==> src/rtl/fetch_stage_pkg.sv <==
// Shared types and widths for the instruction fetch stage.
package fetch_stage_pkg;

    localparam int unsigned PC_W    = 8;
    localparam int unsigned INSTR_W = 32;
    localparam int unsigned CNT_W   = 16;

    localparam logic [INSTR_W-1:0] NOP = '0;

    typedef enum logic [1:0] {
        ST_IDLE  = 2'd0,
        ST_FETCH = 2'd1,
        ST_STALL = 2'd2
    } state_e;

endpackage

==> src/rtl/fetch_stage_if.sv <==
// Instruction memory bus between the fetch stage and the memory.
interface fetch_stage_if;
    import fetch_stage_pkg::*;

    logic               imem_read;
    logic [PC_W-1:0]    imem_addr;
    logic [INSTR_W-1:0] imem_data;

    modport master (output imem_read, output imem_addr, input imem_data);
    modport slave  (input imem_read, input imem_addr, output imem_data);

endinterface

==> src/rtl/fetch_stage_if_id_reg.sv <==
// IF/ID pipeline register: squash beats hold, hold beats load.
module if_id_reg
    import fetch_stage_pkg::*;
(
    input  logic               clk,
    input  logic               rst,
    input  logic               hold_i,
    input  logic               squash_i,
    input  logic [INSTR_W-1:0] instr_i,
    input  logic [PC_W-1:0]    pc_i,
    output logic [INSTR_W-1:0] instr_o,
    output logic [PC_W-1:0]    pc_o,
    output logic               valid_o
);

    logic [INSTR_W-1:0] instr_q, instr_d;
    logic [PC_W-1:0]    pc_q, pc_d;
    logic               valid_q, valid_d;

    always_comb begin
        instr_d = instr_q;
        pc_d    = pc_q;
        valid_d = valid_q;
        if (squash_i) begin
            // Bubble keeps the previous pc; only the instruction and valid are killed.
            instr_d = NOP;
            valid_d = 1'b0;
        end else if (!hold_i) begin
            instr_d = instr_i;
            pc_d    = pc_i;
            valid_d = 1'b1;
        end
    end

    always_ff @(posedge clk) begin
        if (rst) begin
            instr_q <= NOP;
            pc_q    <= '0;
            valid_q <= 1'b0;
        end else begin
            instr_q <= instr_d;
            pc_q    <= pc_d;
            valid_q <= valid_d;
        end
    end

    assign instr_o = instr_q;
    assign pc_o    = pc_q;
    assign valid_o = valid_q;

endmodule

==> src/rtl/fetch_stage.sv <==
// Instruction fetch stage: PC, IDLE/FETCH/STALL control, fetch counter and IF/ID register.
module fetch_stage
    import fetch_stage_pkg::*;
#(
    parameter logic [PC_W-1:0] PC_RESET = '0
) (
    input  logic                 clk,
    input  logic                 rst,
    input  logic                 stall,
    input  logic                 redirect,
    input  logic [PC_W-1:0]      redirect_target,
    fetch_stage_if.master        imem,
    output logic [INSTR_W-1:0]   if_id_instr,
    output logic [PC_W-1:0]      if_id_pc,
    output logic                 if_id_valid,
    output logic [CNT_W-1:0]     fetch_count
);

    state_e            state_q, state_d;
    logic [PC_W-1:0]   pc_q, pc_d;
    logic [CNT_W-1:0]  cnt_q, cnt_d;
    logic              imem_read_c;
    logic              do_fetch_c;
    logic              do_redirect_c;

    always_ff @(posedge clk) begin
        if (rst) state_q <= ST_IDLE;
        else     state_q <= state_d;
    end

    always_comb begin
        state_d = state_q;
        unique case (state_q)
            ST_IDLE:  state_d = ST_FETCH;
            ST_FETCH: if (stall && !redirect) state_d = ST_STALL;
            ST_STALL: if (!stall || redirect) state_d = ST_FETCH;
            default:  state_d = ST_IDLE;
        endcase
    end

    // Redirect outranks stall; leaving STALL on a stall drop costs one idle cycle.
    always_comb begin
        imem_read_c   = 1'b0;
        do_fetch_c    = 1'b0;
        do_redirect_c = 1'b0;
        unique case (state_q)
            ST_FETCH: begin
                imem_read_c = 1'b1;
                if (redirect)    do_redirect_c = 1'b1;
                else if (!stall) do_fetch_c    = 1'b1;
            end
            ST_STALL: begin
                imem_read_c = 1'b1;
                if (redirect) do_redirect_c = 1'b1;
            end
            default: ;
        endcase
    end

    always_comb begin
        pc_d  = pc_q;
        cnt_d = cnt_q;
        if (do_redirect_c)   pc_d = redirect_target;
        else if (do_fetch_c) pc_d = pc_q + PC_W'(1);
        if (do_fetch_c && (cnt_q != {CNT_W{1'b1}})) cnt_d = cnt_q + CNT_W'(1);
    end

    always_ff @(posedge clk) begin
        if (rst) begin
            pc_q  <= PC_RESET;
            cnt_q <= '0;
        end else begin
            pc_q  <= pc_d;
            cnt_q <= cnt_d;
        end
    end

    if_id_reg u_if_id_reg (
        .clk      (clk),
        .rst      (rst),
        .hold_i   (!do_fetch_c),
        .squash_i (do_redirect_c),
        .instr_i  (imem.imem_data),
        .pc_i     (pc_q),
        .instr_o  (if_id_instr),
        .pc_o     (if_id_pc),
        .valid_o  (if_id_valid)
    );

    assign imem.imem_read = imem_read_c;
    assign imem.imem_addr = pc_q;
    assign fetch_count    = cnt_q;

endmodule
==> src/flat_wrapper.sv <==
// flat-port wrapper written by rule: the top's interface ports become plain ports
module fetch_stage_flat import fetch_stage_pkg::*;
#(
    parameter logic [PC_W-1:0] PC_RESET = '0
)
  (clk, rst, stall, redirect, redirect_target, if_id_instr, if_id_pc, if_id_valid, fetch_count, imem_imem_read, imem_imem_addr, imem_imem_data);
  fetch_stage_if imem_i ();
  input  logic clk;
  input  logic rst;
  input  logic stall;
  input  logic redirect;
  input  logic [PC_W-1:0] redirect_target;
  output logic [INSTR_W-1:0] if_id_instr;
  output logic [PC_W-1:0] if_id_pc;
  output logic if_id_valid;
  output logic [CNT_W-1:0] fetch_count;
  output wire logic [$bits(imem_i.imem_read)-1:0] imem_imem_read;
  output wire logic [$bits(imem_i.imem_addr)-1:0] imem_imem_addr;
  input wire logic [$bits(imem_i.imem_data)-1:0] imem_imem_data;
  assign imem_imem_read = imem_i.imem_read;
  assign imem_imem_addr = imem_i.imem_addr;
  assign imem_i.imem_data = imem_imem_data;
  fetch_stage #(.PC_RESET(PC_RESET)) u_core (.clk(clk), .rst(rst), .stall(stall), .redirect(redirect), .redirect_target(redirect_target), .imem(imem_i), .if_id_instr(if_id_instr), .if_id_pc(if_id_pc), .if_id_valid(if_id_valid), .fetch_count(fetch_count));
endmodule
==> config.mk <==
export PLATFORM = sky130hd
export DESIGN_NAME = fetch_stage_flat
export DESIGN_NICKNAME = d
export VERILOG_FILES = /design/src/rtl/fetch_stage_pkg.sv /design/src/rtl/fetch_stage_if.sv /design/src/rtl/fetch_stage_if_id_reg.sv /design/src/rtl/fetch_stage.sv /design/src/flat_wrapper.sv
export SDC_FILE = /design/constraint.sdc
export NUM_CORES = 1
export LEC_CHECK = 0
export BUFFER_PORTS_ARGS = -buffer_cell sky130_fd_sc_hd__buf_2
export CORE_ASPECT_RATIO = 0.75
export CORE_MARGIN = 5
export CORE_UTILIZATION = 30
export CTS_BUF_LIST = sky130_fd_sc_hd__clkbuf_4 sky130_fd_sc_hd__clkbuf_8
export CTS_CLUSTER_SIZE = 8
export DETAILED_ROUTE_END_ITERATION = 6
export PLACE_DENSITY = 0.58
export REMOVE_ABC_BUFFERS = 1
export SKIP_CTS_REPAIR_TIMING = 1
export SLEW_MARGIN = 40
export SYNTH_ARGS = -nofsm -noshare
export SYNTH_HDL_FRONTEND = slang
export SYNTH_HIERARCHICAL = 1
export SYNTH_SLANG_ARGS = --single-unit
==> constraint.sdc <==
create_clock -name clk -period 3.19 [get_ports clk]
set_clock_uncertainty 0.15 [all_clocks]
set_input_delay 0.1595 -clock clk [delete_from_list [all_inputs] [get_ports clk]]
set_output_delay 0.1595 -clock clk [all_outputs]
set_load 0.005 [all_outputs]
# After elaboration in Yosys (flattened, before gate mapping)
# Index checks and enable logic that the tools add are counted.
# totals
register_bits	67
wordCells	36
# classes
add_sub_neg	2
n_eq_ne	5
n_mux	11
bitwise	1
n_reduce_logical	11
# op_table
cell	n
$add A16 B1 Y16 const B	1
$mux W8	2
$ne A16 B16 Y1 const B	1
$add A8 B1 Y8 const B	1
$mux W1	6
$pmux W2 S3	1
$mux W2	2
$ne A2 B1 Y1 const B	2
$reduce_and A2 Y1	2
$reduce_or A2 Y1	2
$eq A2 B1 Y1 const B	1
$eq A2 B2 Y1 const B	1
$logic_and A1 B1 Y1	2
$logic_not A1 Y1	2
$logic_not A2 Y1	1
$reduce_bool A2 Y1	1
$logic_or A1 B1 Y1	1
$not A1 Y1	1

# Longest topological paths before layout
# depth
depth_word	5
depth_mapped	8

# Modules after synthesis
# The synthesis kept the hierarchy.
# by_module_without_submodules
mod	instances	cells_each	area_per_inst_um2	seq_area_each_um2
if_id_reg	1	143	1534.0	820.8
fetch_stage	1	161	1386.3	520.5

# Worst setup path after synthesis
# Ideal clock, no wire load.
# synth_timing
path_kind	register to register
from	register u_core.state_q[1]
to	register u_core.cnt_q[10] (netlist: u_core/fetch_count[10])
setup_ns	0.123
arrival_time_ns	1.834
path_slack_ns	1.083
path_stages_with_launch	9
n_path_buf	1
period_less_slack_ns	2.107
path_cell_list	dfxtp_1 inv_1 ha_1 nor3b_4 inv_2 or2_0 clkbuf_1 nor4b_1 mux2_1
# synth_between
elab_chain_len	3
# synth_rtl
element	line_no	source
from (decl)	fetch_stage.sv:19	state_e state_q, state_d;
from (signal assigned)	fetch_stage.sv:28	else state_q <= state_d;
$eq A2 B1 Y1	fetch_stage.sv:46	unique case (state_q)
$mux W1	fetch_stage.sv:46	
$logic_and A1 B1 Y1	fetch_stage.sv:65	if (do_fetch_c && (cnt_q != {CNT_W{1'b1}})) cnt_d = cnt_q + CNT_W'(1);
to (signal assigned)	fetch_stage.sv:74	cnt_q <= cnt_d;
to (decl)	fetch_stage.sv:21	logic [CNT_W-1:0] cnt_q, cnt_d;
# Every way passes these cells.
# A chain may end at the register's enable or synchronous reset.

# Worst setup path in the final report
# layout_timing
from	register u_core.state_q[1]
to	register u_core.cnt_q[12] (netlist: u_core/fetch_count[12])
# The elaborated chain is that of the path after synthesis.

==> results.cfg <==
[power]
power_density_mw_per_mm2 = 548.0
p_leak_nw = 1.974
internal_power_mw = 1.510
seqPwrFrac_pct = 45.4
vdd_drop_max_mv = 0.2039
power_frac_clock_pct = 29.4
p_switching_mw = 0.7229
switching_share_pct = 32.38
pwr-share-comb_pct = 25.2

[floorplanning]
die_h_um = 95.45
core_mm2 = 0.009580
die_area_mm2 = 0.01183
io_pins = 110
die_x_um = 123.9
row_count = 31
initial_core_util_pct = 30.48

[detailed_routing]
wl_per_cell_um = 14.40
wl_um = 8408
antenna_left = 0
vias_per_cell = 4.736
initialDrtViolationCount = 122
drc = 0
first_pass_iters = 5
vias = 2766

[final_layout]
syn_to_final_growth_pct = 39.50
fillers = 959
stdcell_count = 584
fin_nets = 497
seq_area_mm2 = 0.001341
drive_gt1_share_pct = 30.97
final_util_pct = 42.52
multi_input_area_mm2 = 0.001426
diodes = 0

[synthesis]
synthArstFlopShare_pct = 0
synth_edf_count = 0
netlist_instances = 304
syn_area_mm2 = 0.002920
yosys_warnings = 6
ys_ff_latch = 67
synth_cell_types = 41
ys.flop_type = dfxtp_1
ys_seq_area_share_pct = 45.93
syn_avg_cell_area_um2 = 9.606

[sta]
timing.fmax_mhz = 435.0
slew_headroom_pct = 52.57
fin_setup_tns_ns = 0
whs_ns = -0.01710
tightestPinTransition_ns = 0.7115
finalSetupViolCount = 0
post-route-min-period_ns = 2.299
finalCritPeriodShare_pct = 72.06
grt_setup_unrepaired = false
slew_viol_final = 0
finalHoldViolations = 1

[critical_path]
rrSetupSlack_ns = 0.89
required_ns = 3.27
r2r_end = u_core/fetch_count[12]
worstSetupStartpoint = u_core/state_q[1]
arrival_ns = 2.38
cp-end-kind = flip-flop
crit_fanout = 6
crit_type = flip-flop to flip-flop
reg2reg_depth = 7
r2r_start = u_core/state_q[1]
crit_path_end = u_core/fetch_count[12]
start_kind = flip-flop

[grt]
grt_max_degree = 53
first_global_vias = 2478
antenna_found_initial = 0
grt_usage_pct = 13.08
grt_pass1_wl_um = 12250
overflow = 0

[job]
drv_cap = 0

[status]
status = complete, but fails checks
violations = hold timing

[placement]
port_buffers = 109
gp_congestion = 0.8063
dp.cells = 533
hpwl_um = 5761

[clock_tree]
clk_latency_ns = 0.34
cts_root_buf = clkbuf_8
tritoncts = yes
clock-sinks = 67
h-tree-depth = 3
clk_pin_slew_ns = 0.07
clockBufferDepth = 2
numCtsBuffers = 9

[hold_path]
hp-class = primary input to flip-flop
==> Yosys cell counts, types with 2 or more instances <==
master | number | area share, %
or4_1 | 2 | 0.51
nor2_1 | 46 | 5.9
buf_6 | 2 | 0.77
nand4_1 | 9 | 1.9
or3_1 | 3 | 0.64
or3b_1 | 5 | 1.5
mux2_1 | 2 | 0.77
and4_1 | 3 | 0.90
inv_1 | 6 | 0.77
a21oi_1 | 17 | 2.9
nor2b_1 | 6 | 1.3
o21ai_0 | 18 | 3.1
nand3_1 | 5 | 0.86
dfxtp_1 | 67 | 46
clkbuf_1 | 5 | 0.64
a211oi_1 | 5 | 1.3
a311oi_1 | 4 | 1.2
and3_1 | 3 | 0.64
a31oi_1 | 4 | 0.86
mux2_2 | 4 | 1.5
nor3_1 | 5 | 0.86
nand2_1 | 12 | 1.5
mux2i_1 | 36 | 12
nor4_1 | 2 | 0.43
ha_1 | 6 | 2.6
buf_8 | 3 | 1.5
o41ai_1 | 2 | 0.60
or3b_2 | 3 | 0.90
buf_4 | 4 | 1.0
xor2_1 | 4 | 1.2
==> logic make-up (layout without fill, tap and decap cells) <==
| group | Yosys count | count (layout) | synth area share (%) |
|---|---|---|---|
| buf+inv | 23 | 171 | 5.227 |
| simple gates | 110 | 110 | 19.92 |
| mux | 42 | 42 | 14.65 |
| fa+ha+maj | 6 | 6 | 2.571 |
| flops | 67 | 67 | 45.93 |
| compound gates | 52 | 52 | 10.50 |
| xor+xnor | 4 | 4 | 1.200 |
==> worst max-delay path, stage by stage (launching register included) <==
cell and delay [ns]:
dfxtp_1 0.33, inv_1 0.10, ha_1 0.17, nor3b_4 0.23, inv_2 0.05, or2_0 0.32
nor4_1 0.45, mux2_2 0.38
==> routing by layer <==
| metal | up-vias | GRT usage [%] | wire, µm |
|---|---|---|---|
| met5 | - | 0 | 0 |
| met4 | 0 | 4.923 | 194 |
| li1 | 1378 | - | - |
| met1 | 1302 | 16.86 | 3696 |
| met2 | 73 | 20.42 | 4151 |
| met3 | 13 | 4.211 | 365 |
==> cell usage in the layout (no fill, tap or decap), drive strengths merged <==
| cell type | Yosys | final |
|---|---|---|
| and3 | 3 | 3 |
| o41ai | 2 | 2 |
| nand4 | 9 | 9 |
| nor2 | 46 | 46 |
| or2 | 2 | 2 |
| mux2i | 36 | 36 |
| nand2b | 1 | 1 |
| nor4b | 1 | 1 |
| nand2 | 12 | 12 |
| clkinvlp | 0 | 2 |
| nand3 | 5 | 5 |
| clkbuf | 6 | 11 |
| a31oi | 4 | 4 |
| inv | 7 | 7 |
| a311oi | 4 | 4 |
| nor4 | 3 | 3 |
| o311ai | 1 | 1 |
| dfxtp | 67 | 67 |
| xor2 | 4 | 4 |
| mux2 | 6 | 6 |
| nor3 | 5 | 5 |
| or3 | 3 | 3 |
| nor2b | 6 | 6 |
| or4 | 2 | 2 |
| and4 | 3 | 3 |
| a21oi | 17 | 17 |
| ha | 6 | 6 |
| or3b | 8 | 8 |
| a211oi | 5 | 5 |
| nor3b | 1 | 1 |
| buf | 10 | 113 |
| o31ai | 1 | 1 |
| o21ai | 18 | 18 |
| clkinv | 0 | 3 |
| dlygate4sd3 | 0 | 35 |
==> flip-flops by register name (all words and copies together), names as in the netlist <==
register                    flops
u_core/fetch_count             16
u_core/imem.imem_addr           8
u_core/state_q                  2
u_core/u_if_id_reg/instr_o     32
u_core/u_if_id_reg/pc_o         8
u_core/u_if_id_reg/valid_o      1
==> area by class of cell <==
type / instances / share of cell area (%)
sequential: 67 / 32.92
multi-input combinational: 214 / 35.01
clock inverter: 5 / 0.9214
timing repair buffer: 148 / 22.73
inverter: 7 / 0.6450
clock buffer: 11 / 3.716
tap: 132 / 4.054
==> how the worst min path moves through the flow <==
stage / startpoint / to / slack, ns / cells after the start
detailed placement: imem_imem_data[23] / u_core/u_if_id_reg/instr_o[23] / 0.25 / 3
finish: redirect_target[6] / u_core/imem.imem_addr[6] / -0.02 / 3
global route: redirect_target[6] / u_core/imem.imem_addr[6] / 0.01 / 3
CTS: imem_imem_data[17] / u_core/u_if_id_reg/instr_o[17] / -0.12 / 3
floorplan: rst / u_core/fetch_count[14] / 0.08 / 1
global placement: imem_imem_data[21] / u_core/u_if_id_reg/instr_o[21] / 0.24 / 3
==> per-stage QoR <==
stage | cell area, µm² | power (mW) | hold WS [ns] | worst slack, ns
final | 4074 | 2.233 | -0.01710 | 0.8912
after detailed placement | 3535 | 1.565 | 0.2473 | 0.9710
after global routing | 4074 | 2.373 | 0.01059 | 0.7455
after floorplan | 2794 | 1.322 | 0.07857 | 0.4740
after CTS | 3724 | 2.230 | -0.1229 | 0.9547
after global placement | 3535 | 1.547 | 0.2361 | 0.8017
==> power groups by stage <==
stage | combinational, mW | sequential (mW) | clock [mW]
4_1_cts | 0.534 | 1.01 | 0.682
5_1_grt | 0.630 | 1.03 | 0.713
2_1_floorplan | 0.303 | 1.02 | 0
3_3_place_gp | 0.521 | 1.03 | 0
6_report | 0.563 | 1.01 | 0.656
3_5_place_dp | 0.532 | 1.03 | 0
Note: power is estimated with default switching activity, not from simulation.
